File: src/rtl/sram_arbiter.sv
// sram_arbiter: shares one 256Kx16 asynchronous SRAM between the note-fetch
// engine (port F, read-only) and the song loader (port L, read/write).
// Every access runs IDLE -> SETUP -> ACCESS (ACCESS_CYCLES) -> DONE, with all
// SRAM strobes, address and write data driven from registers so the pins
// never glitch. ACCESS_CYCLES must lie in 1..15.
module sram_arbiter #(
    parameter int unsigned ACCESS_CYCLES = 2
) (
    input  logic        CLK,
    input  logic        RESET_N,
    // fetch port (read-only)
    input  logic        F_REQ,
    input  logic [17:0] F_ADDR,
    output logic        F_ACK,
    output logic [15:0] F_RDATA,
    // loader port (read/write)
    input  logic        L_REQ,
    input  logic        L_WE,
    input  logic [17:0] L_ADDR,
    input  logic [15:0] L_WDATA,
    output logic        L_ACK,
    output logic [15:0] L_RDATA,
    // SRAM pins (strobes active-low)
    output logic        SRAM_CE,
    output logic        SRAM_OE,
    output logic        SRAM_WE,
    output logic        SRAM_LB,
    output logic        SRAM_UB,
    output logic [17:0] SRAM_A,
    output logic [15:0] SRAM_DQ_OUT,
    output logic        SRAM_DQ_OE,
    input  logic [15:0] SRAM_D
);

    typedef enum logic [1:0] {
        IDLE   = 2'd0,
        SETUP  = 2'd1,
        ACCESS = 2'd2,
        DONE   = 2'd3
    } state_t;

    typedef enum logic {
        PORT_F = 1'b0,
        PORT_L = 1'b1
    } port_t;

    // The down-counter starts at ACCESS_CYCLES-1 so ACCESS lasts exactly
    // ACCESS_CYCLES cycles, leaving on the cycle the counter reads zero.
    localparam logic [3:0] ACCESS_LOAD = 4'(ACCESS_CYCLES - 1);

    state_t     state;
    port_t      last_grant;   // port of the current/most recent grant
    logic       cur_we;       // latched write flag of the current access
    logic [3:0] cnt;          // remaining ACCESS cycles minus one

    port_t       pick;
    logic [17:0] pick_addr;
    logic        pick_we;

    // Round-robin choice: a lone requester wins, on contention the port not
    // granted last wins.
    always_comb begin
        // NOTE: every variable of a combinational block gets a default first,
        // so no path leaves it unassigned and no latch is inferred.
        pick      = PORT_F;
        pick_addr = F_ADDR;
        pick_we   = 1'b0;
        if (L_REQ && (!F_REQ || last_grant == PORT_F)) begin
            pick      = PORT_L;
            pick_addr = L_ADDR;
            pick_we   = L_WE;
        end
    end

    // Access sequencer with registered SRAM strobes, acknowledges and read data.
    always_ff @(posedge CLK or negedge RESET_N) begin
        if (!RESET_N) begin
            state       <= IDLE;
            last_grant  <= PORT_L;
            cur_we      <= 1'b0;
            cnt         <= 4'd0;
            SRAM_CE     <= 1'b1;
            SRAM_OE     <= 1'b1;
            SRAM_WE     <= 1'b1;
            SRAM_LB     <= 1'b1;
            SRAM_UB     <= 1'b1;
            SRAM_A      <= 18'd0;
            SRAM_DQ_OUT <= 16'd0;
            SRAM_DQ_OE  <= 1'b0;
            F_ACK       <= 1'b0;
            L_ACK       <= 1'b0;
            F_RDATA     <= 16'd0;
            L_RDATA     <= 16'd0;
        end else begin
            // NOTE: state registers use non-blocking assignments so every
            // right-hand side reads the value from before this clock edge.
            F_ACK <= 1'b0;
            L_ACK <= 1'b0;
            case (state)
                IDLE: begin
                    if (F_REQ || L_REQ) begin
                        last_grant <= pick;
                        cur_we     <= pick_we;
                        SRAM_A     <= pick_addr;
                        if (pick_we) begin
                            SRAM_DQ_OUT <= L_WDATA;
                        end
                        SRAM_CE    <= 1'b0;
                        SRAM_LB    <= 1'b0;
                        SRAM_UB    <= 1'b0;
                        SRAM_OE    <= pick_we;   // reads enable the output now
                        SRAM_WE    <= 1'b1;
                        SRAM_DQ_OE <= pick_we;   // writes drive data a cycle before WE
                        state      <= SETUP;
                    end
                end

                SETUP: begin
                    cnt     <= ACCESS_LOAD;
                    SRAM_WE <= ~cur_we;
                    state   <= ACCESS;
                end

                ACCESS: begin
                    if (cnt == 4'd0) begin
                        SRAM_OE <= 1'b1;
                        SRAM_WE <= 1'b1;
                        if (last_grant == PORT_L) begin
                            L_ACK <= 1'b1;
                            if (!cur_we) begin
                                L_RDATA <= SRAM_D;
                            end
                        end else begin
                            F_ACK   <= 1'b1;
                            F_RDATA <= SRAM_D;
                        end
                        state <= DONE;
                    end else begin
                        cnt <= cnt - 4'd1;
                    end
                end

                DONE: begin
                    // Write data stayed on the bus through DONE for hold time.
                    SRAM_CE    <= 1'b1;
                    SRAM_LB    <= 1'b1;
                    SRAM_UB    <= 1'b1;
                    SRAM_OE    <= 1'b1;
                    SRAM_WE    <= 1'b1;
                    SRAM_DQ_OE <= 1'b0;
                    state      <= IDLE;
                end

                default: begin
                    state <= IDLE;
                end
            endcase
        end
    end

endmodule

File: config.mk
export PLATFORM = sky130hd
export DESIGN_NAME = sram_arbiter
export DESIGN_NICKNAME = d
export VERILOG_FILES = /design/src/rtl/sram_arbiter.sv
export SDC_FILE = /design/constraint.sdc
export NUM_CORES = 1
export LEC_CHECK = 0
export BUFFER_PORTS_ARGS = -buffer_cell sky130_fd_sc_hd__buf_2
export CORE_MARGIN = 3
export CORE_UTILIZATION = 43
export CTS_CLUSTER_SIZE = 10
export DETAILED_ROUTE_END_ITERATION = 8
export PLACE_DENSITY = 0.76
export SLEW_MARGIN = 20
export SYNTH_ARGS = -nofsm -noshare
export SYNTH_HDL_FRONTEND = slang
export SYNTH_SLANG_ARGS = --single-unit
File: constraint.sdc
create_clock -name CLK -period 1.9 [get_ports CLK]
set_clock_uncertainty 0.2 [all_clocks]
set_input_delay 0.38 -clock CLK [delete_from_list [all_inputs] [get_ports CLK]]
set_output_delay 0.38 -clock CLK [all_outputs]
set_load 0.02 [all_outputs]
# Yosys cells after proc, flatten, opt, wreduce, memory -nomap -nowiden
# Cells that the tools add are included.
# W data, S select, Z words.
# totals
ff_bits,80
input_bits,73
out_inout_bits,74
# op_classes
addsub,1
eq_ne,6
n_mux,22
n_bitwise,2
reduce_logical,17
# ops
op,count
$mux W18,1
$mux W1,12
$reduce_and A3 Y1,3
$pmux W2 S4,1
$pmux W4 S2,1
$reduce_and A2 Y1,4
$ne A2 B2 Y1 const B,3
$eq A2 B2 Y1 const B,2
$logic_not A4 Y1,1
$mux W2,2
$mux W4,1
$pmux W1 S2,2
$pmux W1 S4,1
$reduce_and A4 Y1,1
$reduce_bool A2 Y1,2
$sub A4 B1 Y4 const B,1
$pmux W1 S3,1
$reduce_bool A3 Y1,1
$eq A2 B1 Y1 const B,1
$logic_not A2 Y1,1
$logic_or A1 B1 Y1,2
$not A1 Y1,2
$logic_and A1 B1 Y1,1
$logic_not A1 Y1,1

# Longest topological paths before layout
# logic_depth
word_depth,6
depth_mapped,7

# Worst setup path before layout
# No wires, ideal clock.
# synth_path
path_kind,flip-flop to flip-flop
start,register cnt[0]
end,register state[1]
setup_time_ns,0.125
t_arrival_ns,1.578
required_time_ns,1.575
setup_slack_ns,-0.003
stages_incl_launch_ff,6
n_path_buf,0
synth_period_minus_slack_ns,1.903
path_cell_list,dfrtp_1 > inv_1 > ha_1 > or3b_1 > a21oi_2 > mux2_2
# synth_via
elab_chain_cells,3
# synth_lines
element,line,source
start: declaration,54,logic [3:0] cnt;
start signal: assignment,139,cnt <= cnt - 4'd1;
$logic_not A4 Y1,125,if (cnt == 4'd0) begin
$ne A2 B2 Y1 (no source line),n/a,
$reduce_and A2 Y1 (no source line),n/a,
end signal: assignment,121,state <= ACCESS;
end signal: assignment,137,state <= DONE;
end signal: assignment,151,state <= IDLE;
end: declaration,51,state_t state;
# Every way passes these cells.
# A chain may end at the register's enable or synchronous reset.

# Worst setup path after layout
# layout_path
start,register cnt[0]
end,register F_RDATA[14]
# layout_via
elab_chain_cells,2
# layout_lines
element,line,source
$logic_not A4 Y1,125,
$reduce_and A3 Y1 (no source line),n/a,
end signal: assignment,92,F_RDATA <= 16'd0;
end signal: assignment,135,F_RDATA <= SRAM_D;
end: declaration,15,"output logic [15:0] F_RDATA,"
# Every way passes these cells.

==> results.cfg <==
[clocking]
root_buffer = clkbuf_8
clock_path_buffers = 2
cts_tree = yes
clock_sinks = 80
insertion_delay_ns = 0.35
numCtsBuffers = 9
clk_pin_slew_ns = 0.08
cts_max_level = 3

[critical_path]
rr_startpoint = cnt[0]
crit_buf_inv = 2
ff2ff_path_depth = 6
startpoint_type = flip-flop
cpLargestDelayFamily = simple AND/OR/NAND/NOR gates
crit_chain = inv_2 -> ha_4 -> and4bb_4 -> nor2b_4 -> clkbuf_16 -> mux2_4
cp-startpoint = cnt[0]
required_ns = 1.94
critPathCaptureType = flip-flop
max_stage_delay_ns = 0.39
slowest_stage = dfrtp_1
rr_endpoint = F_RDATA[14]
cp.arrival_ns = 1.90
cp_max_fo = 5
rrSetupSlack_ns = 0.03
critical_path_class = flip-flop to flip-flop

[cells_and_area]
area_growth_pct = 37.4
fillerInstances = 622
fin_nets = 494
drive_gt1_share_pct = 59.8
fin_cells = 522
antenna_cells = 0

[detailed_routing]
wl_per_cell_um = 14.6
vias = 2465
route.detailed.drc = 0
wl_um = 7630
routed_via_density = 4.72
drtIter0Drc = 102
drtAntennaViolNets = 0
dr.pass1.iters = 4

[synthesis]
ys_seq_area_share_pct = 57.6
syn-cell-area_um2 = 3490
ys_types = 34
netlist_instances = 248
syn_avg_cell_area_um2 = 14.1
syn-num-nets = 327
ys_ff_latch = 80
synth_edf_count = 0
ys_warn_count = 0
async_flop_share_pct = 100
synthFlopType = dfrtp_1

[floorplanning]
start_util_pct = 44.6
io_pins = 147
dieArea_um2 = 9220
die_y_um = 96.0
die_w_um = 96.0
row_count = 32
coreArea_um2 = 7810

[grt]
grt_pass1_wl_um = 11400
antenna_found_initial = 0
grt_use_met1_pct = 19.4
busiest_layer = met2
grt_max_degree = 40
first_global_vias = 2457
grtUsageMet3_pct = 4.61
grt.total_usage_pct = 16.1
grt_use_met2_pct = 27.1
grt_overflow = 0

[sta]
slew_headroom_pct = 76.0
setup_viol = 0
worst_slew_pin_slew_ns = 0.360
finalCritPeriodShare_pct = 98.3
hold_viol_final = 0
finalMaxSlewViolations = 0
fmax_mhz = 535
finalCriticalPeriod_ns = 1.87
setup_ws_ns = 0.0315
rsz0062_at_grt = true
holdWs_ns = 0.0638

[hold_path]
min_from = L_WDATA[8]
hold_end = SRAM_DQ_OUT[8]
hold_path.class = input pin to flip-flop
hold_depth = 2

[placement]
dp_hpwl_um = 5570
portBuffers = 146
gp_congestion = 0.751
post-place-cells = 495
post-place-ws_ns = -0.0706

[power_and_ir_drop]
cellPowerDensity_nw_per_um2 = 1730
peakVddDrop_v = 0.000823
p_total_mw = 8.29
leakage_nw = 2.48

[outcome]
outcome = completed

[job]
cap_violations = 0
stage by stage:
step	util, %	area, um^2	setup TNS (ns)
after floorplan	-	3490	0
after global placement	56.4	4410	0
after detailed placement	56.4	4410	-0.328
after CTS	59.9	4680	0
after global routing	61.3	4790	-0.321
final	61.3	4790	0
kinds of logic after synthesis:
kind of cell	after synthesis	synth area share [%]
and+or+nand+nor	38	6.39
DFF	80	57.6
buffers and inverters	19	3.59
AOI/OAI and AO/OA	31	5.17
adders and majority gates	6	2.15
muxes	74	25.1
layout by cell type (no fill, tap or decap), types with 2 or more instances in the layout:
cell	count
o21ai_0	11
dfrtp_1	75
mux2_1	2
mux2_2	21
inv_1	3
clkbuf_1	3
a31oi_1	2
dfstp_2	4
mux2_4	28
buf_2	145
ha_1	4
a21oi_1	2
buf_4	15
o21ai_1	10
buf_12	6
ha_4	2
inv_2	3
nor2_1	2
nand2_1	25
clkbuf_8	9
mux2i_1	23
synth_stat cells, types with 2 or more instances:
cell type | instances | share of area [%]
a21oi_1 | 2 | 0.29
mux2_2 | 30 | 9.7
mux2_4 | 19 | 8.2
mux2_1 | 2 | 0.65
mux2i_1 | 23 | 6.6
ha_1 | 6 | 2.2
inv_1 | 6 | 0.65
buf_6 | 3 | 0.97
dfstp_2 | 4 | 3.0
o21ai_1 | 10 | 1.4
clkbuf_1 | 5 | 0.54
nor2_1 | 2 | 0.22
buf_4 | 4 | 0.86
dfrtp_1 | 76 | 55
a31oi_1 | 2 | 0.36
o21ai_0 | 12 | 1.7
nand2_1 | 25 | 2.7
state kept, by name, summed over array words and instances (netlist names):
| register | cells |
|---|---|
| cur_we | 1 |
| F_ACK | 1 |
| last_grant | 1 |
| SRAM_A | 18 |
| F_RDATA | 16 |
| SRAM_DQ_OE | 1 |
| SRAM_UB | 1 |
| L_RDATA | 16 |
| cnt | 4 |
| SRAM_OE | 1 |
| L_ACK | 1 |
| SRAM_DQ_OUT | 16 |
| state | 2 |
| SRAM_WE | 1 |
report_power, final:
| group | internal [mW] | switching [mW] | leakage, nW |
|---|---|---|---|
| Sequential | 2.55 | 0.497 | 0.971 |
| Clock | 0.616 | 0.588 | 0.0912 |
| Combinational | 1.89 | 2.15 | 1.41 |
worst max-delay path by stage:
stage | to | slack, ns | cells after the start
2_1_floorplan | F_RDATA[0] | 0.0005 | 7
3_3_place_gp | state[1] | 0.009 | 5
3_5_place_dp | state[1] | -0.07 | 5
4_1_cts | F_RDATA[3] | 0.003 | 6
5_1_grt | F_RDATA[3] | -0.04 | 6
6_report | F_RDATA[14] | 0.03 | 6
what timing repair did:
item,4_1_cts,5_1_grt
cloned,0,1
endpoints found under the setup margin,22,31
setup buffers,5,4
pin swaps,3,3
resized for setup,5,15
hold buffers,1,0
hold endpoints to repair,19,0
layout make-up:
type | count | area (um^2) | area share, %
clock buffers | 12 | 135 | 2.82
clock inverters | 4 | 55.1 | 1.15
inverters | 6 | 22.5 | 0.470
multi-input cells | 149 | 1440 | 30.0
flip-flops and latches | 80 | 2010 | 41.9
well taps | 102 | 128 | 2.66
repair buffers | 169 | 1000 | 21.0
routing by layer:
| layer | up-vias | routed length [um] |
|---|---|---|
| li1 | 1201 | - |
| met1 | 1170 | 3200 |
| met2 | 84 | 3780 |
| met3 | 10 | 531 |
| met4 | 0 | 115 |
| met5 | - | 0 |
Power figures use the tool's default switching activity.
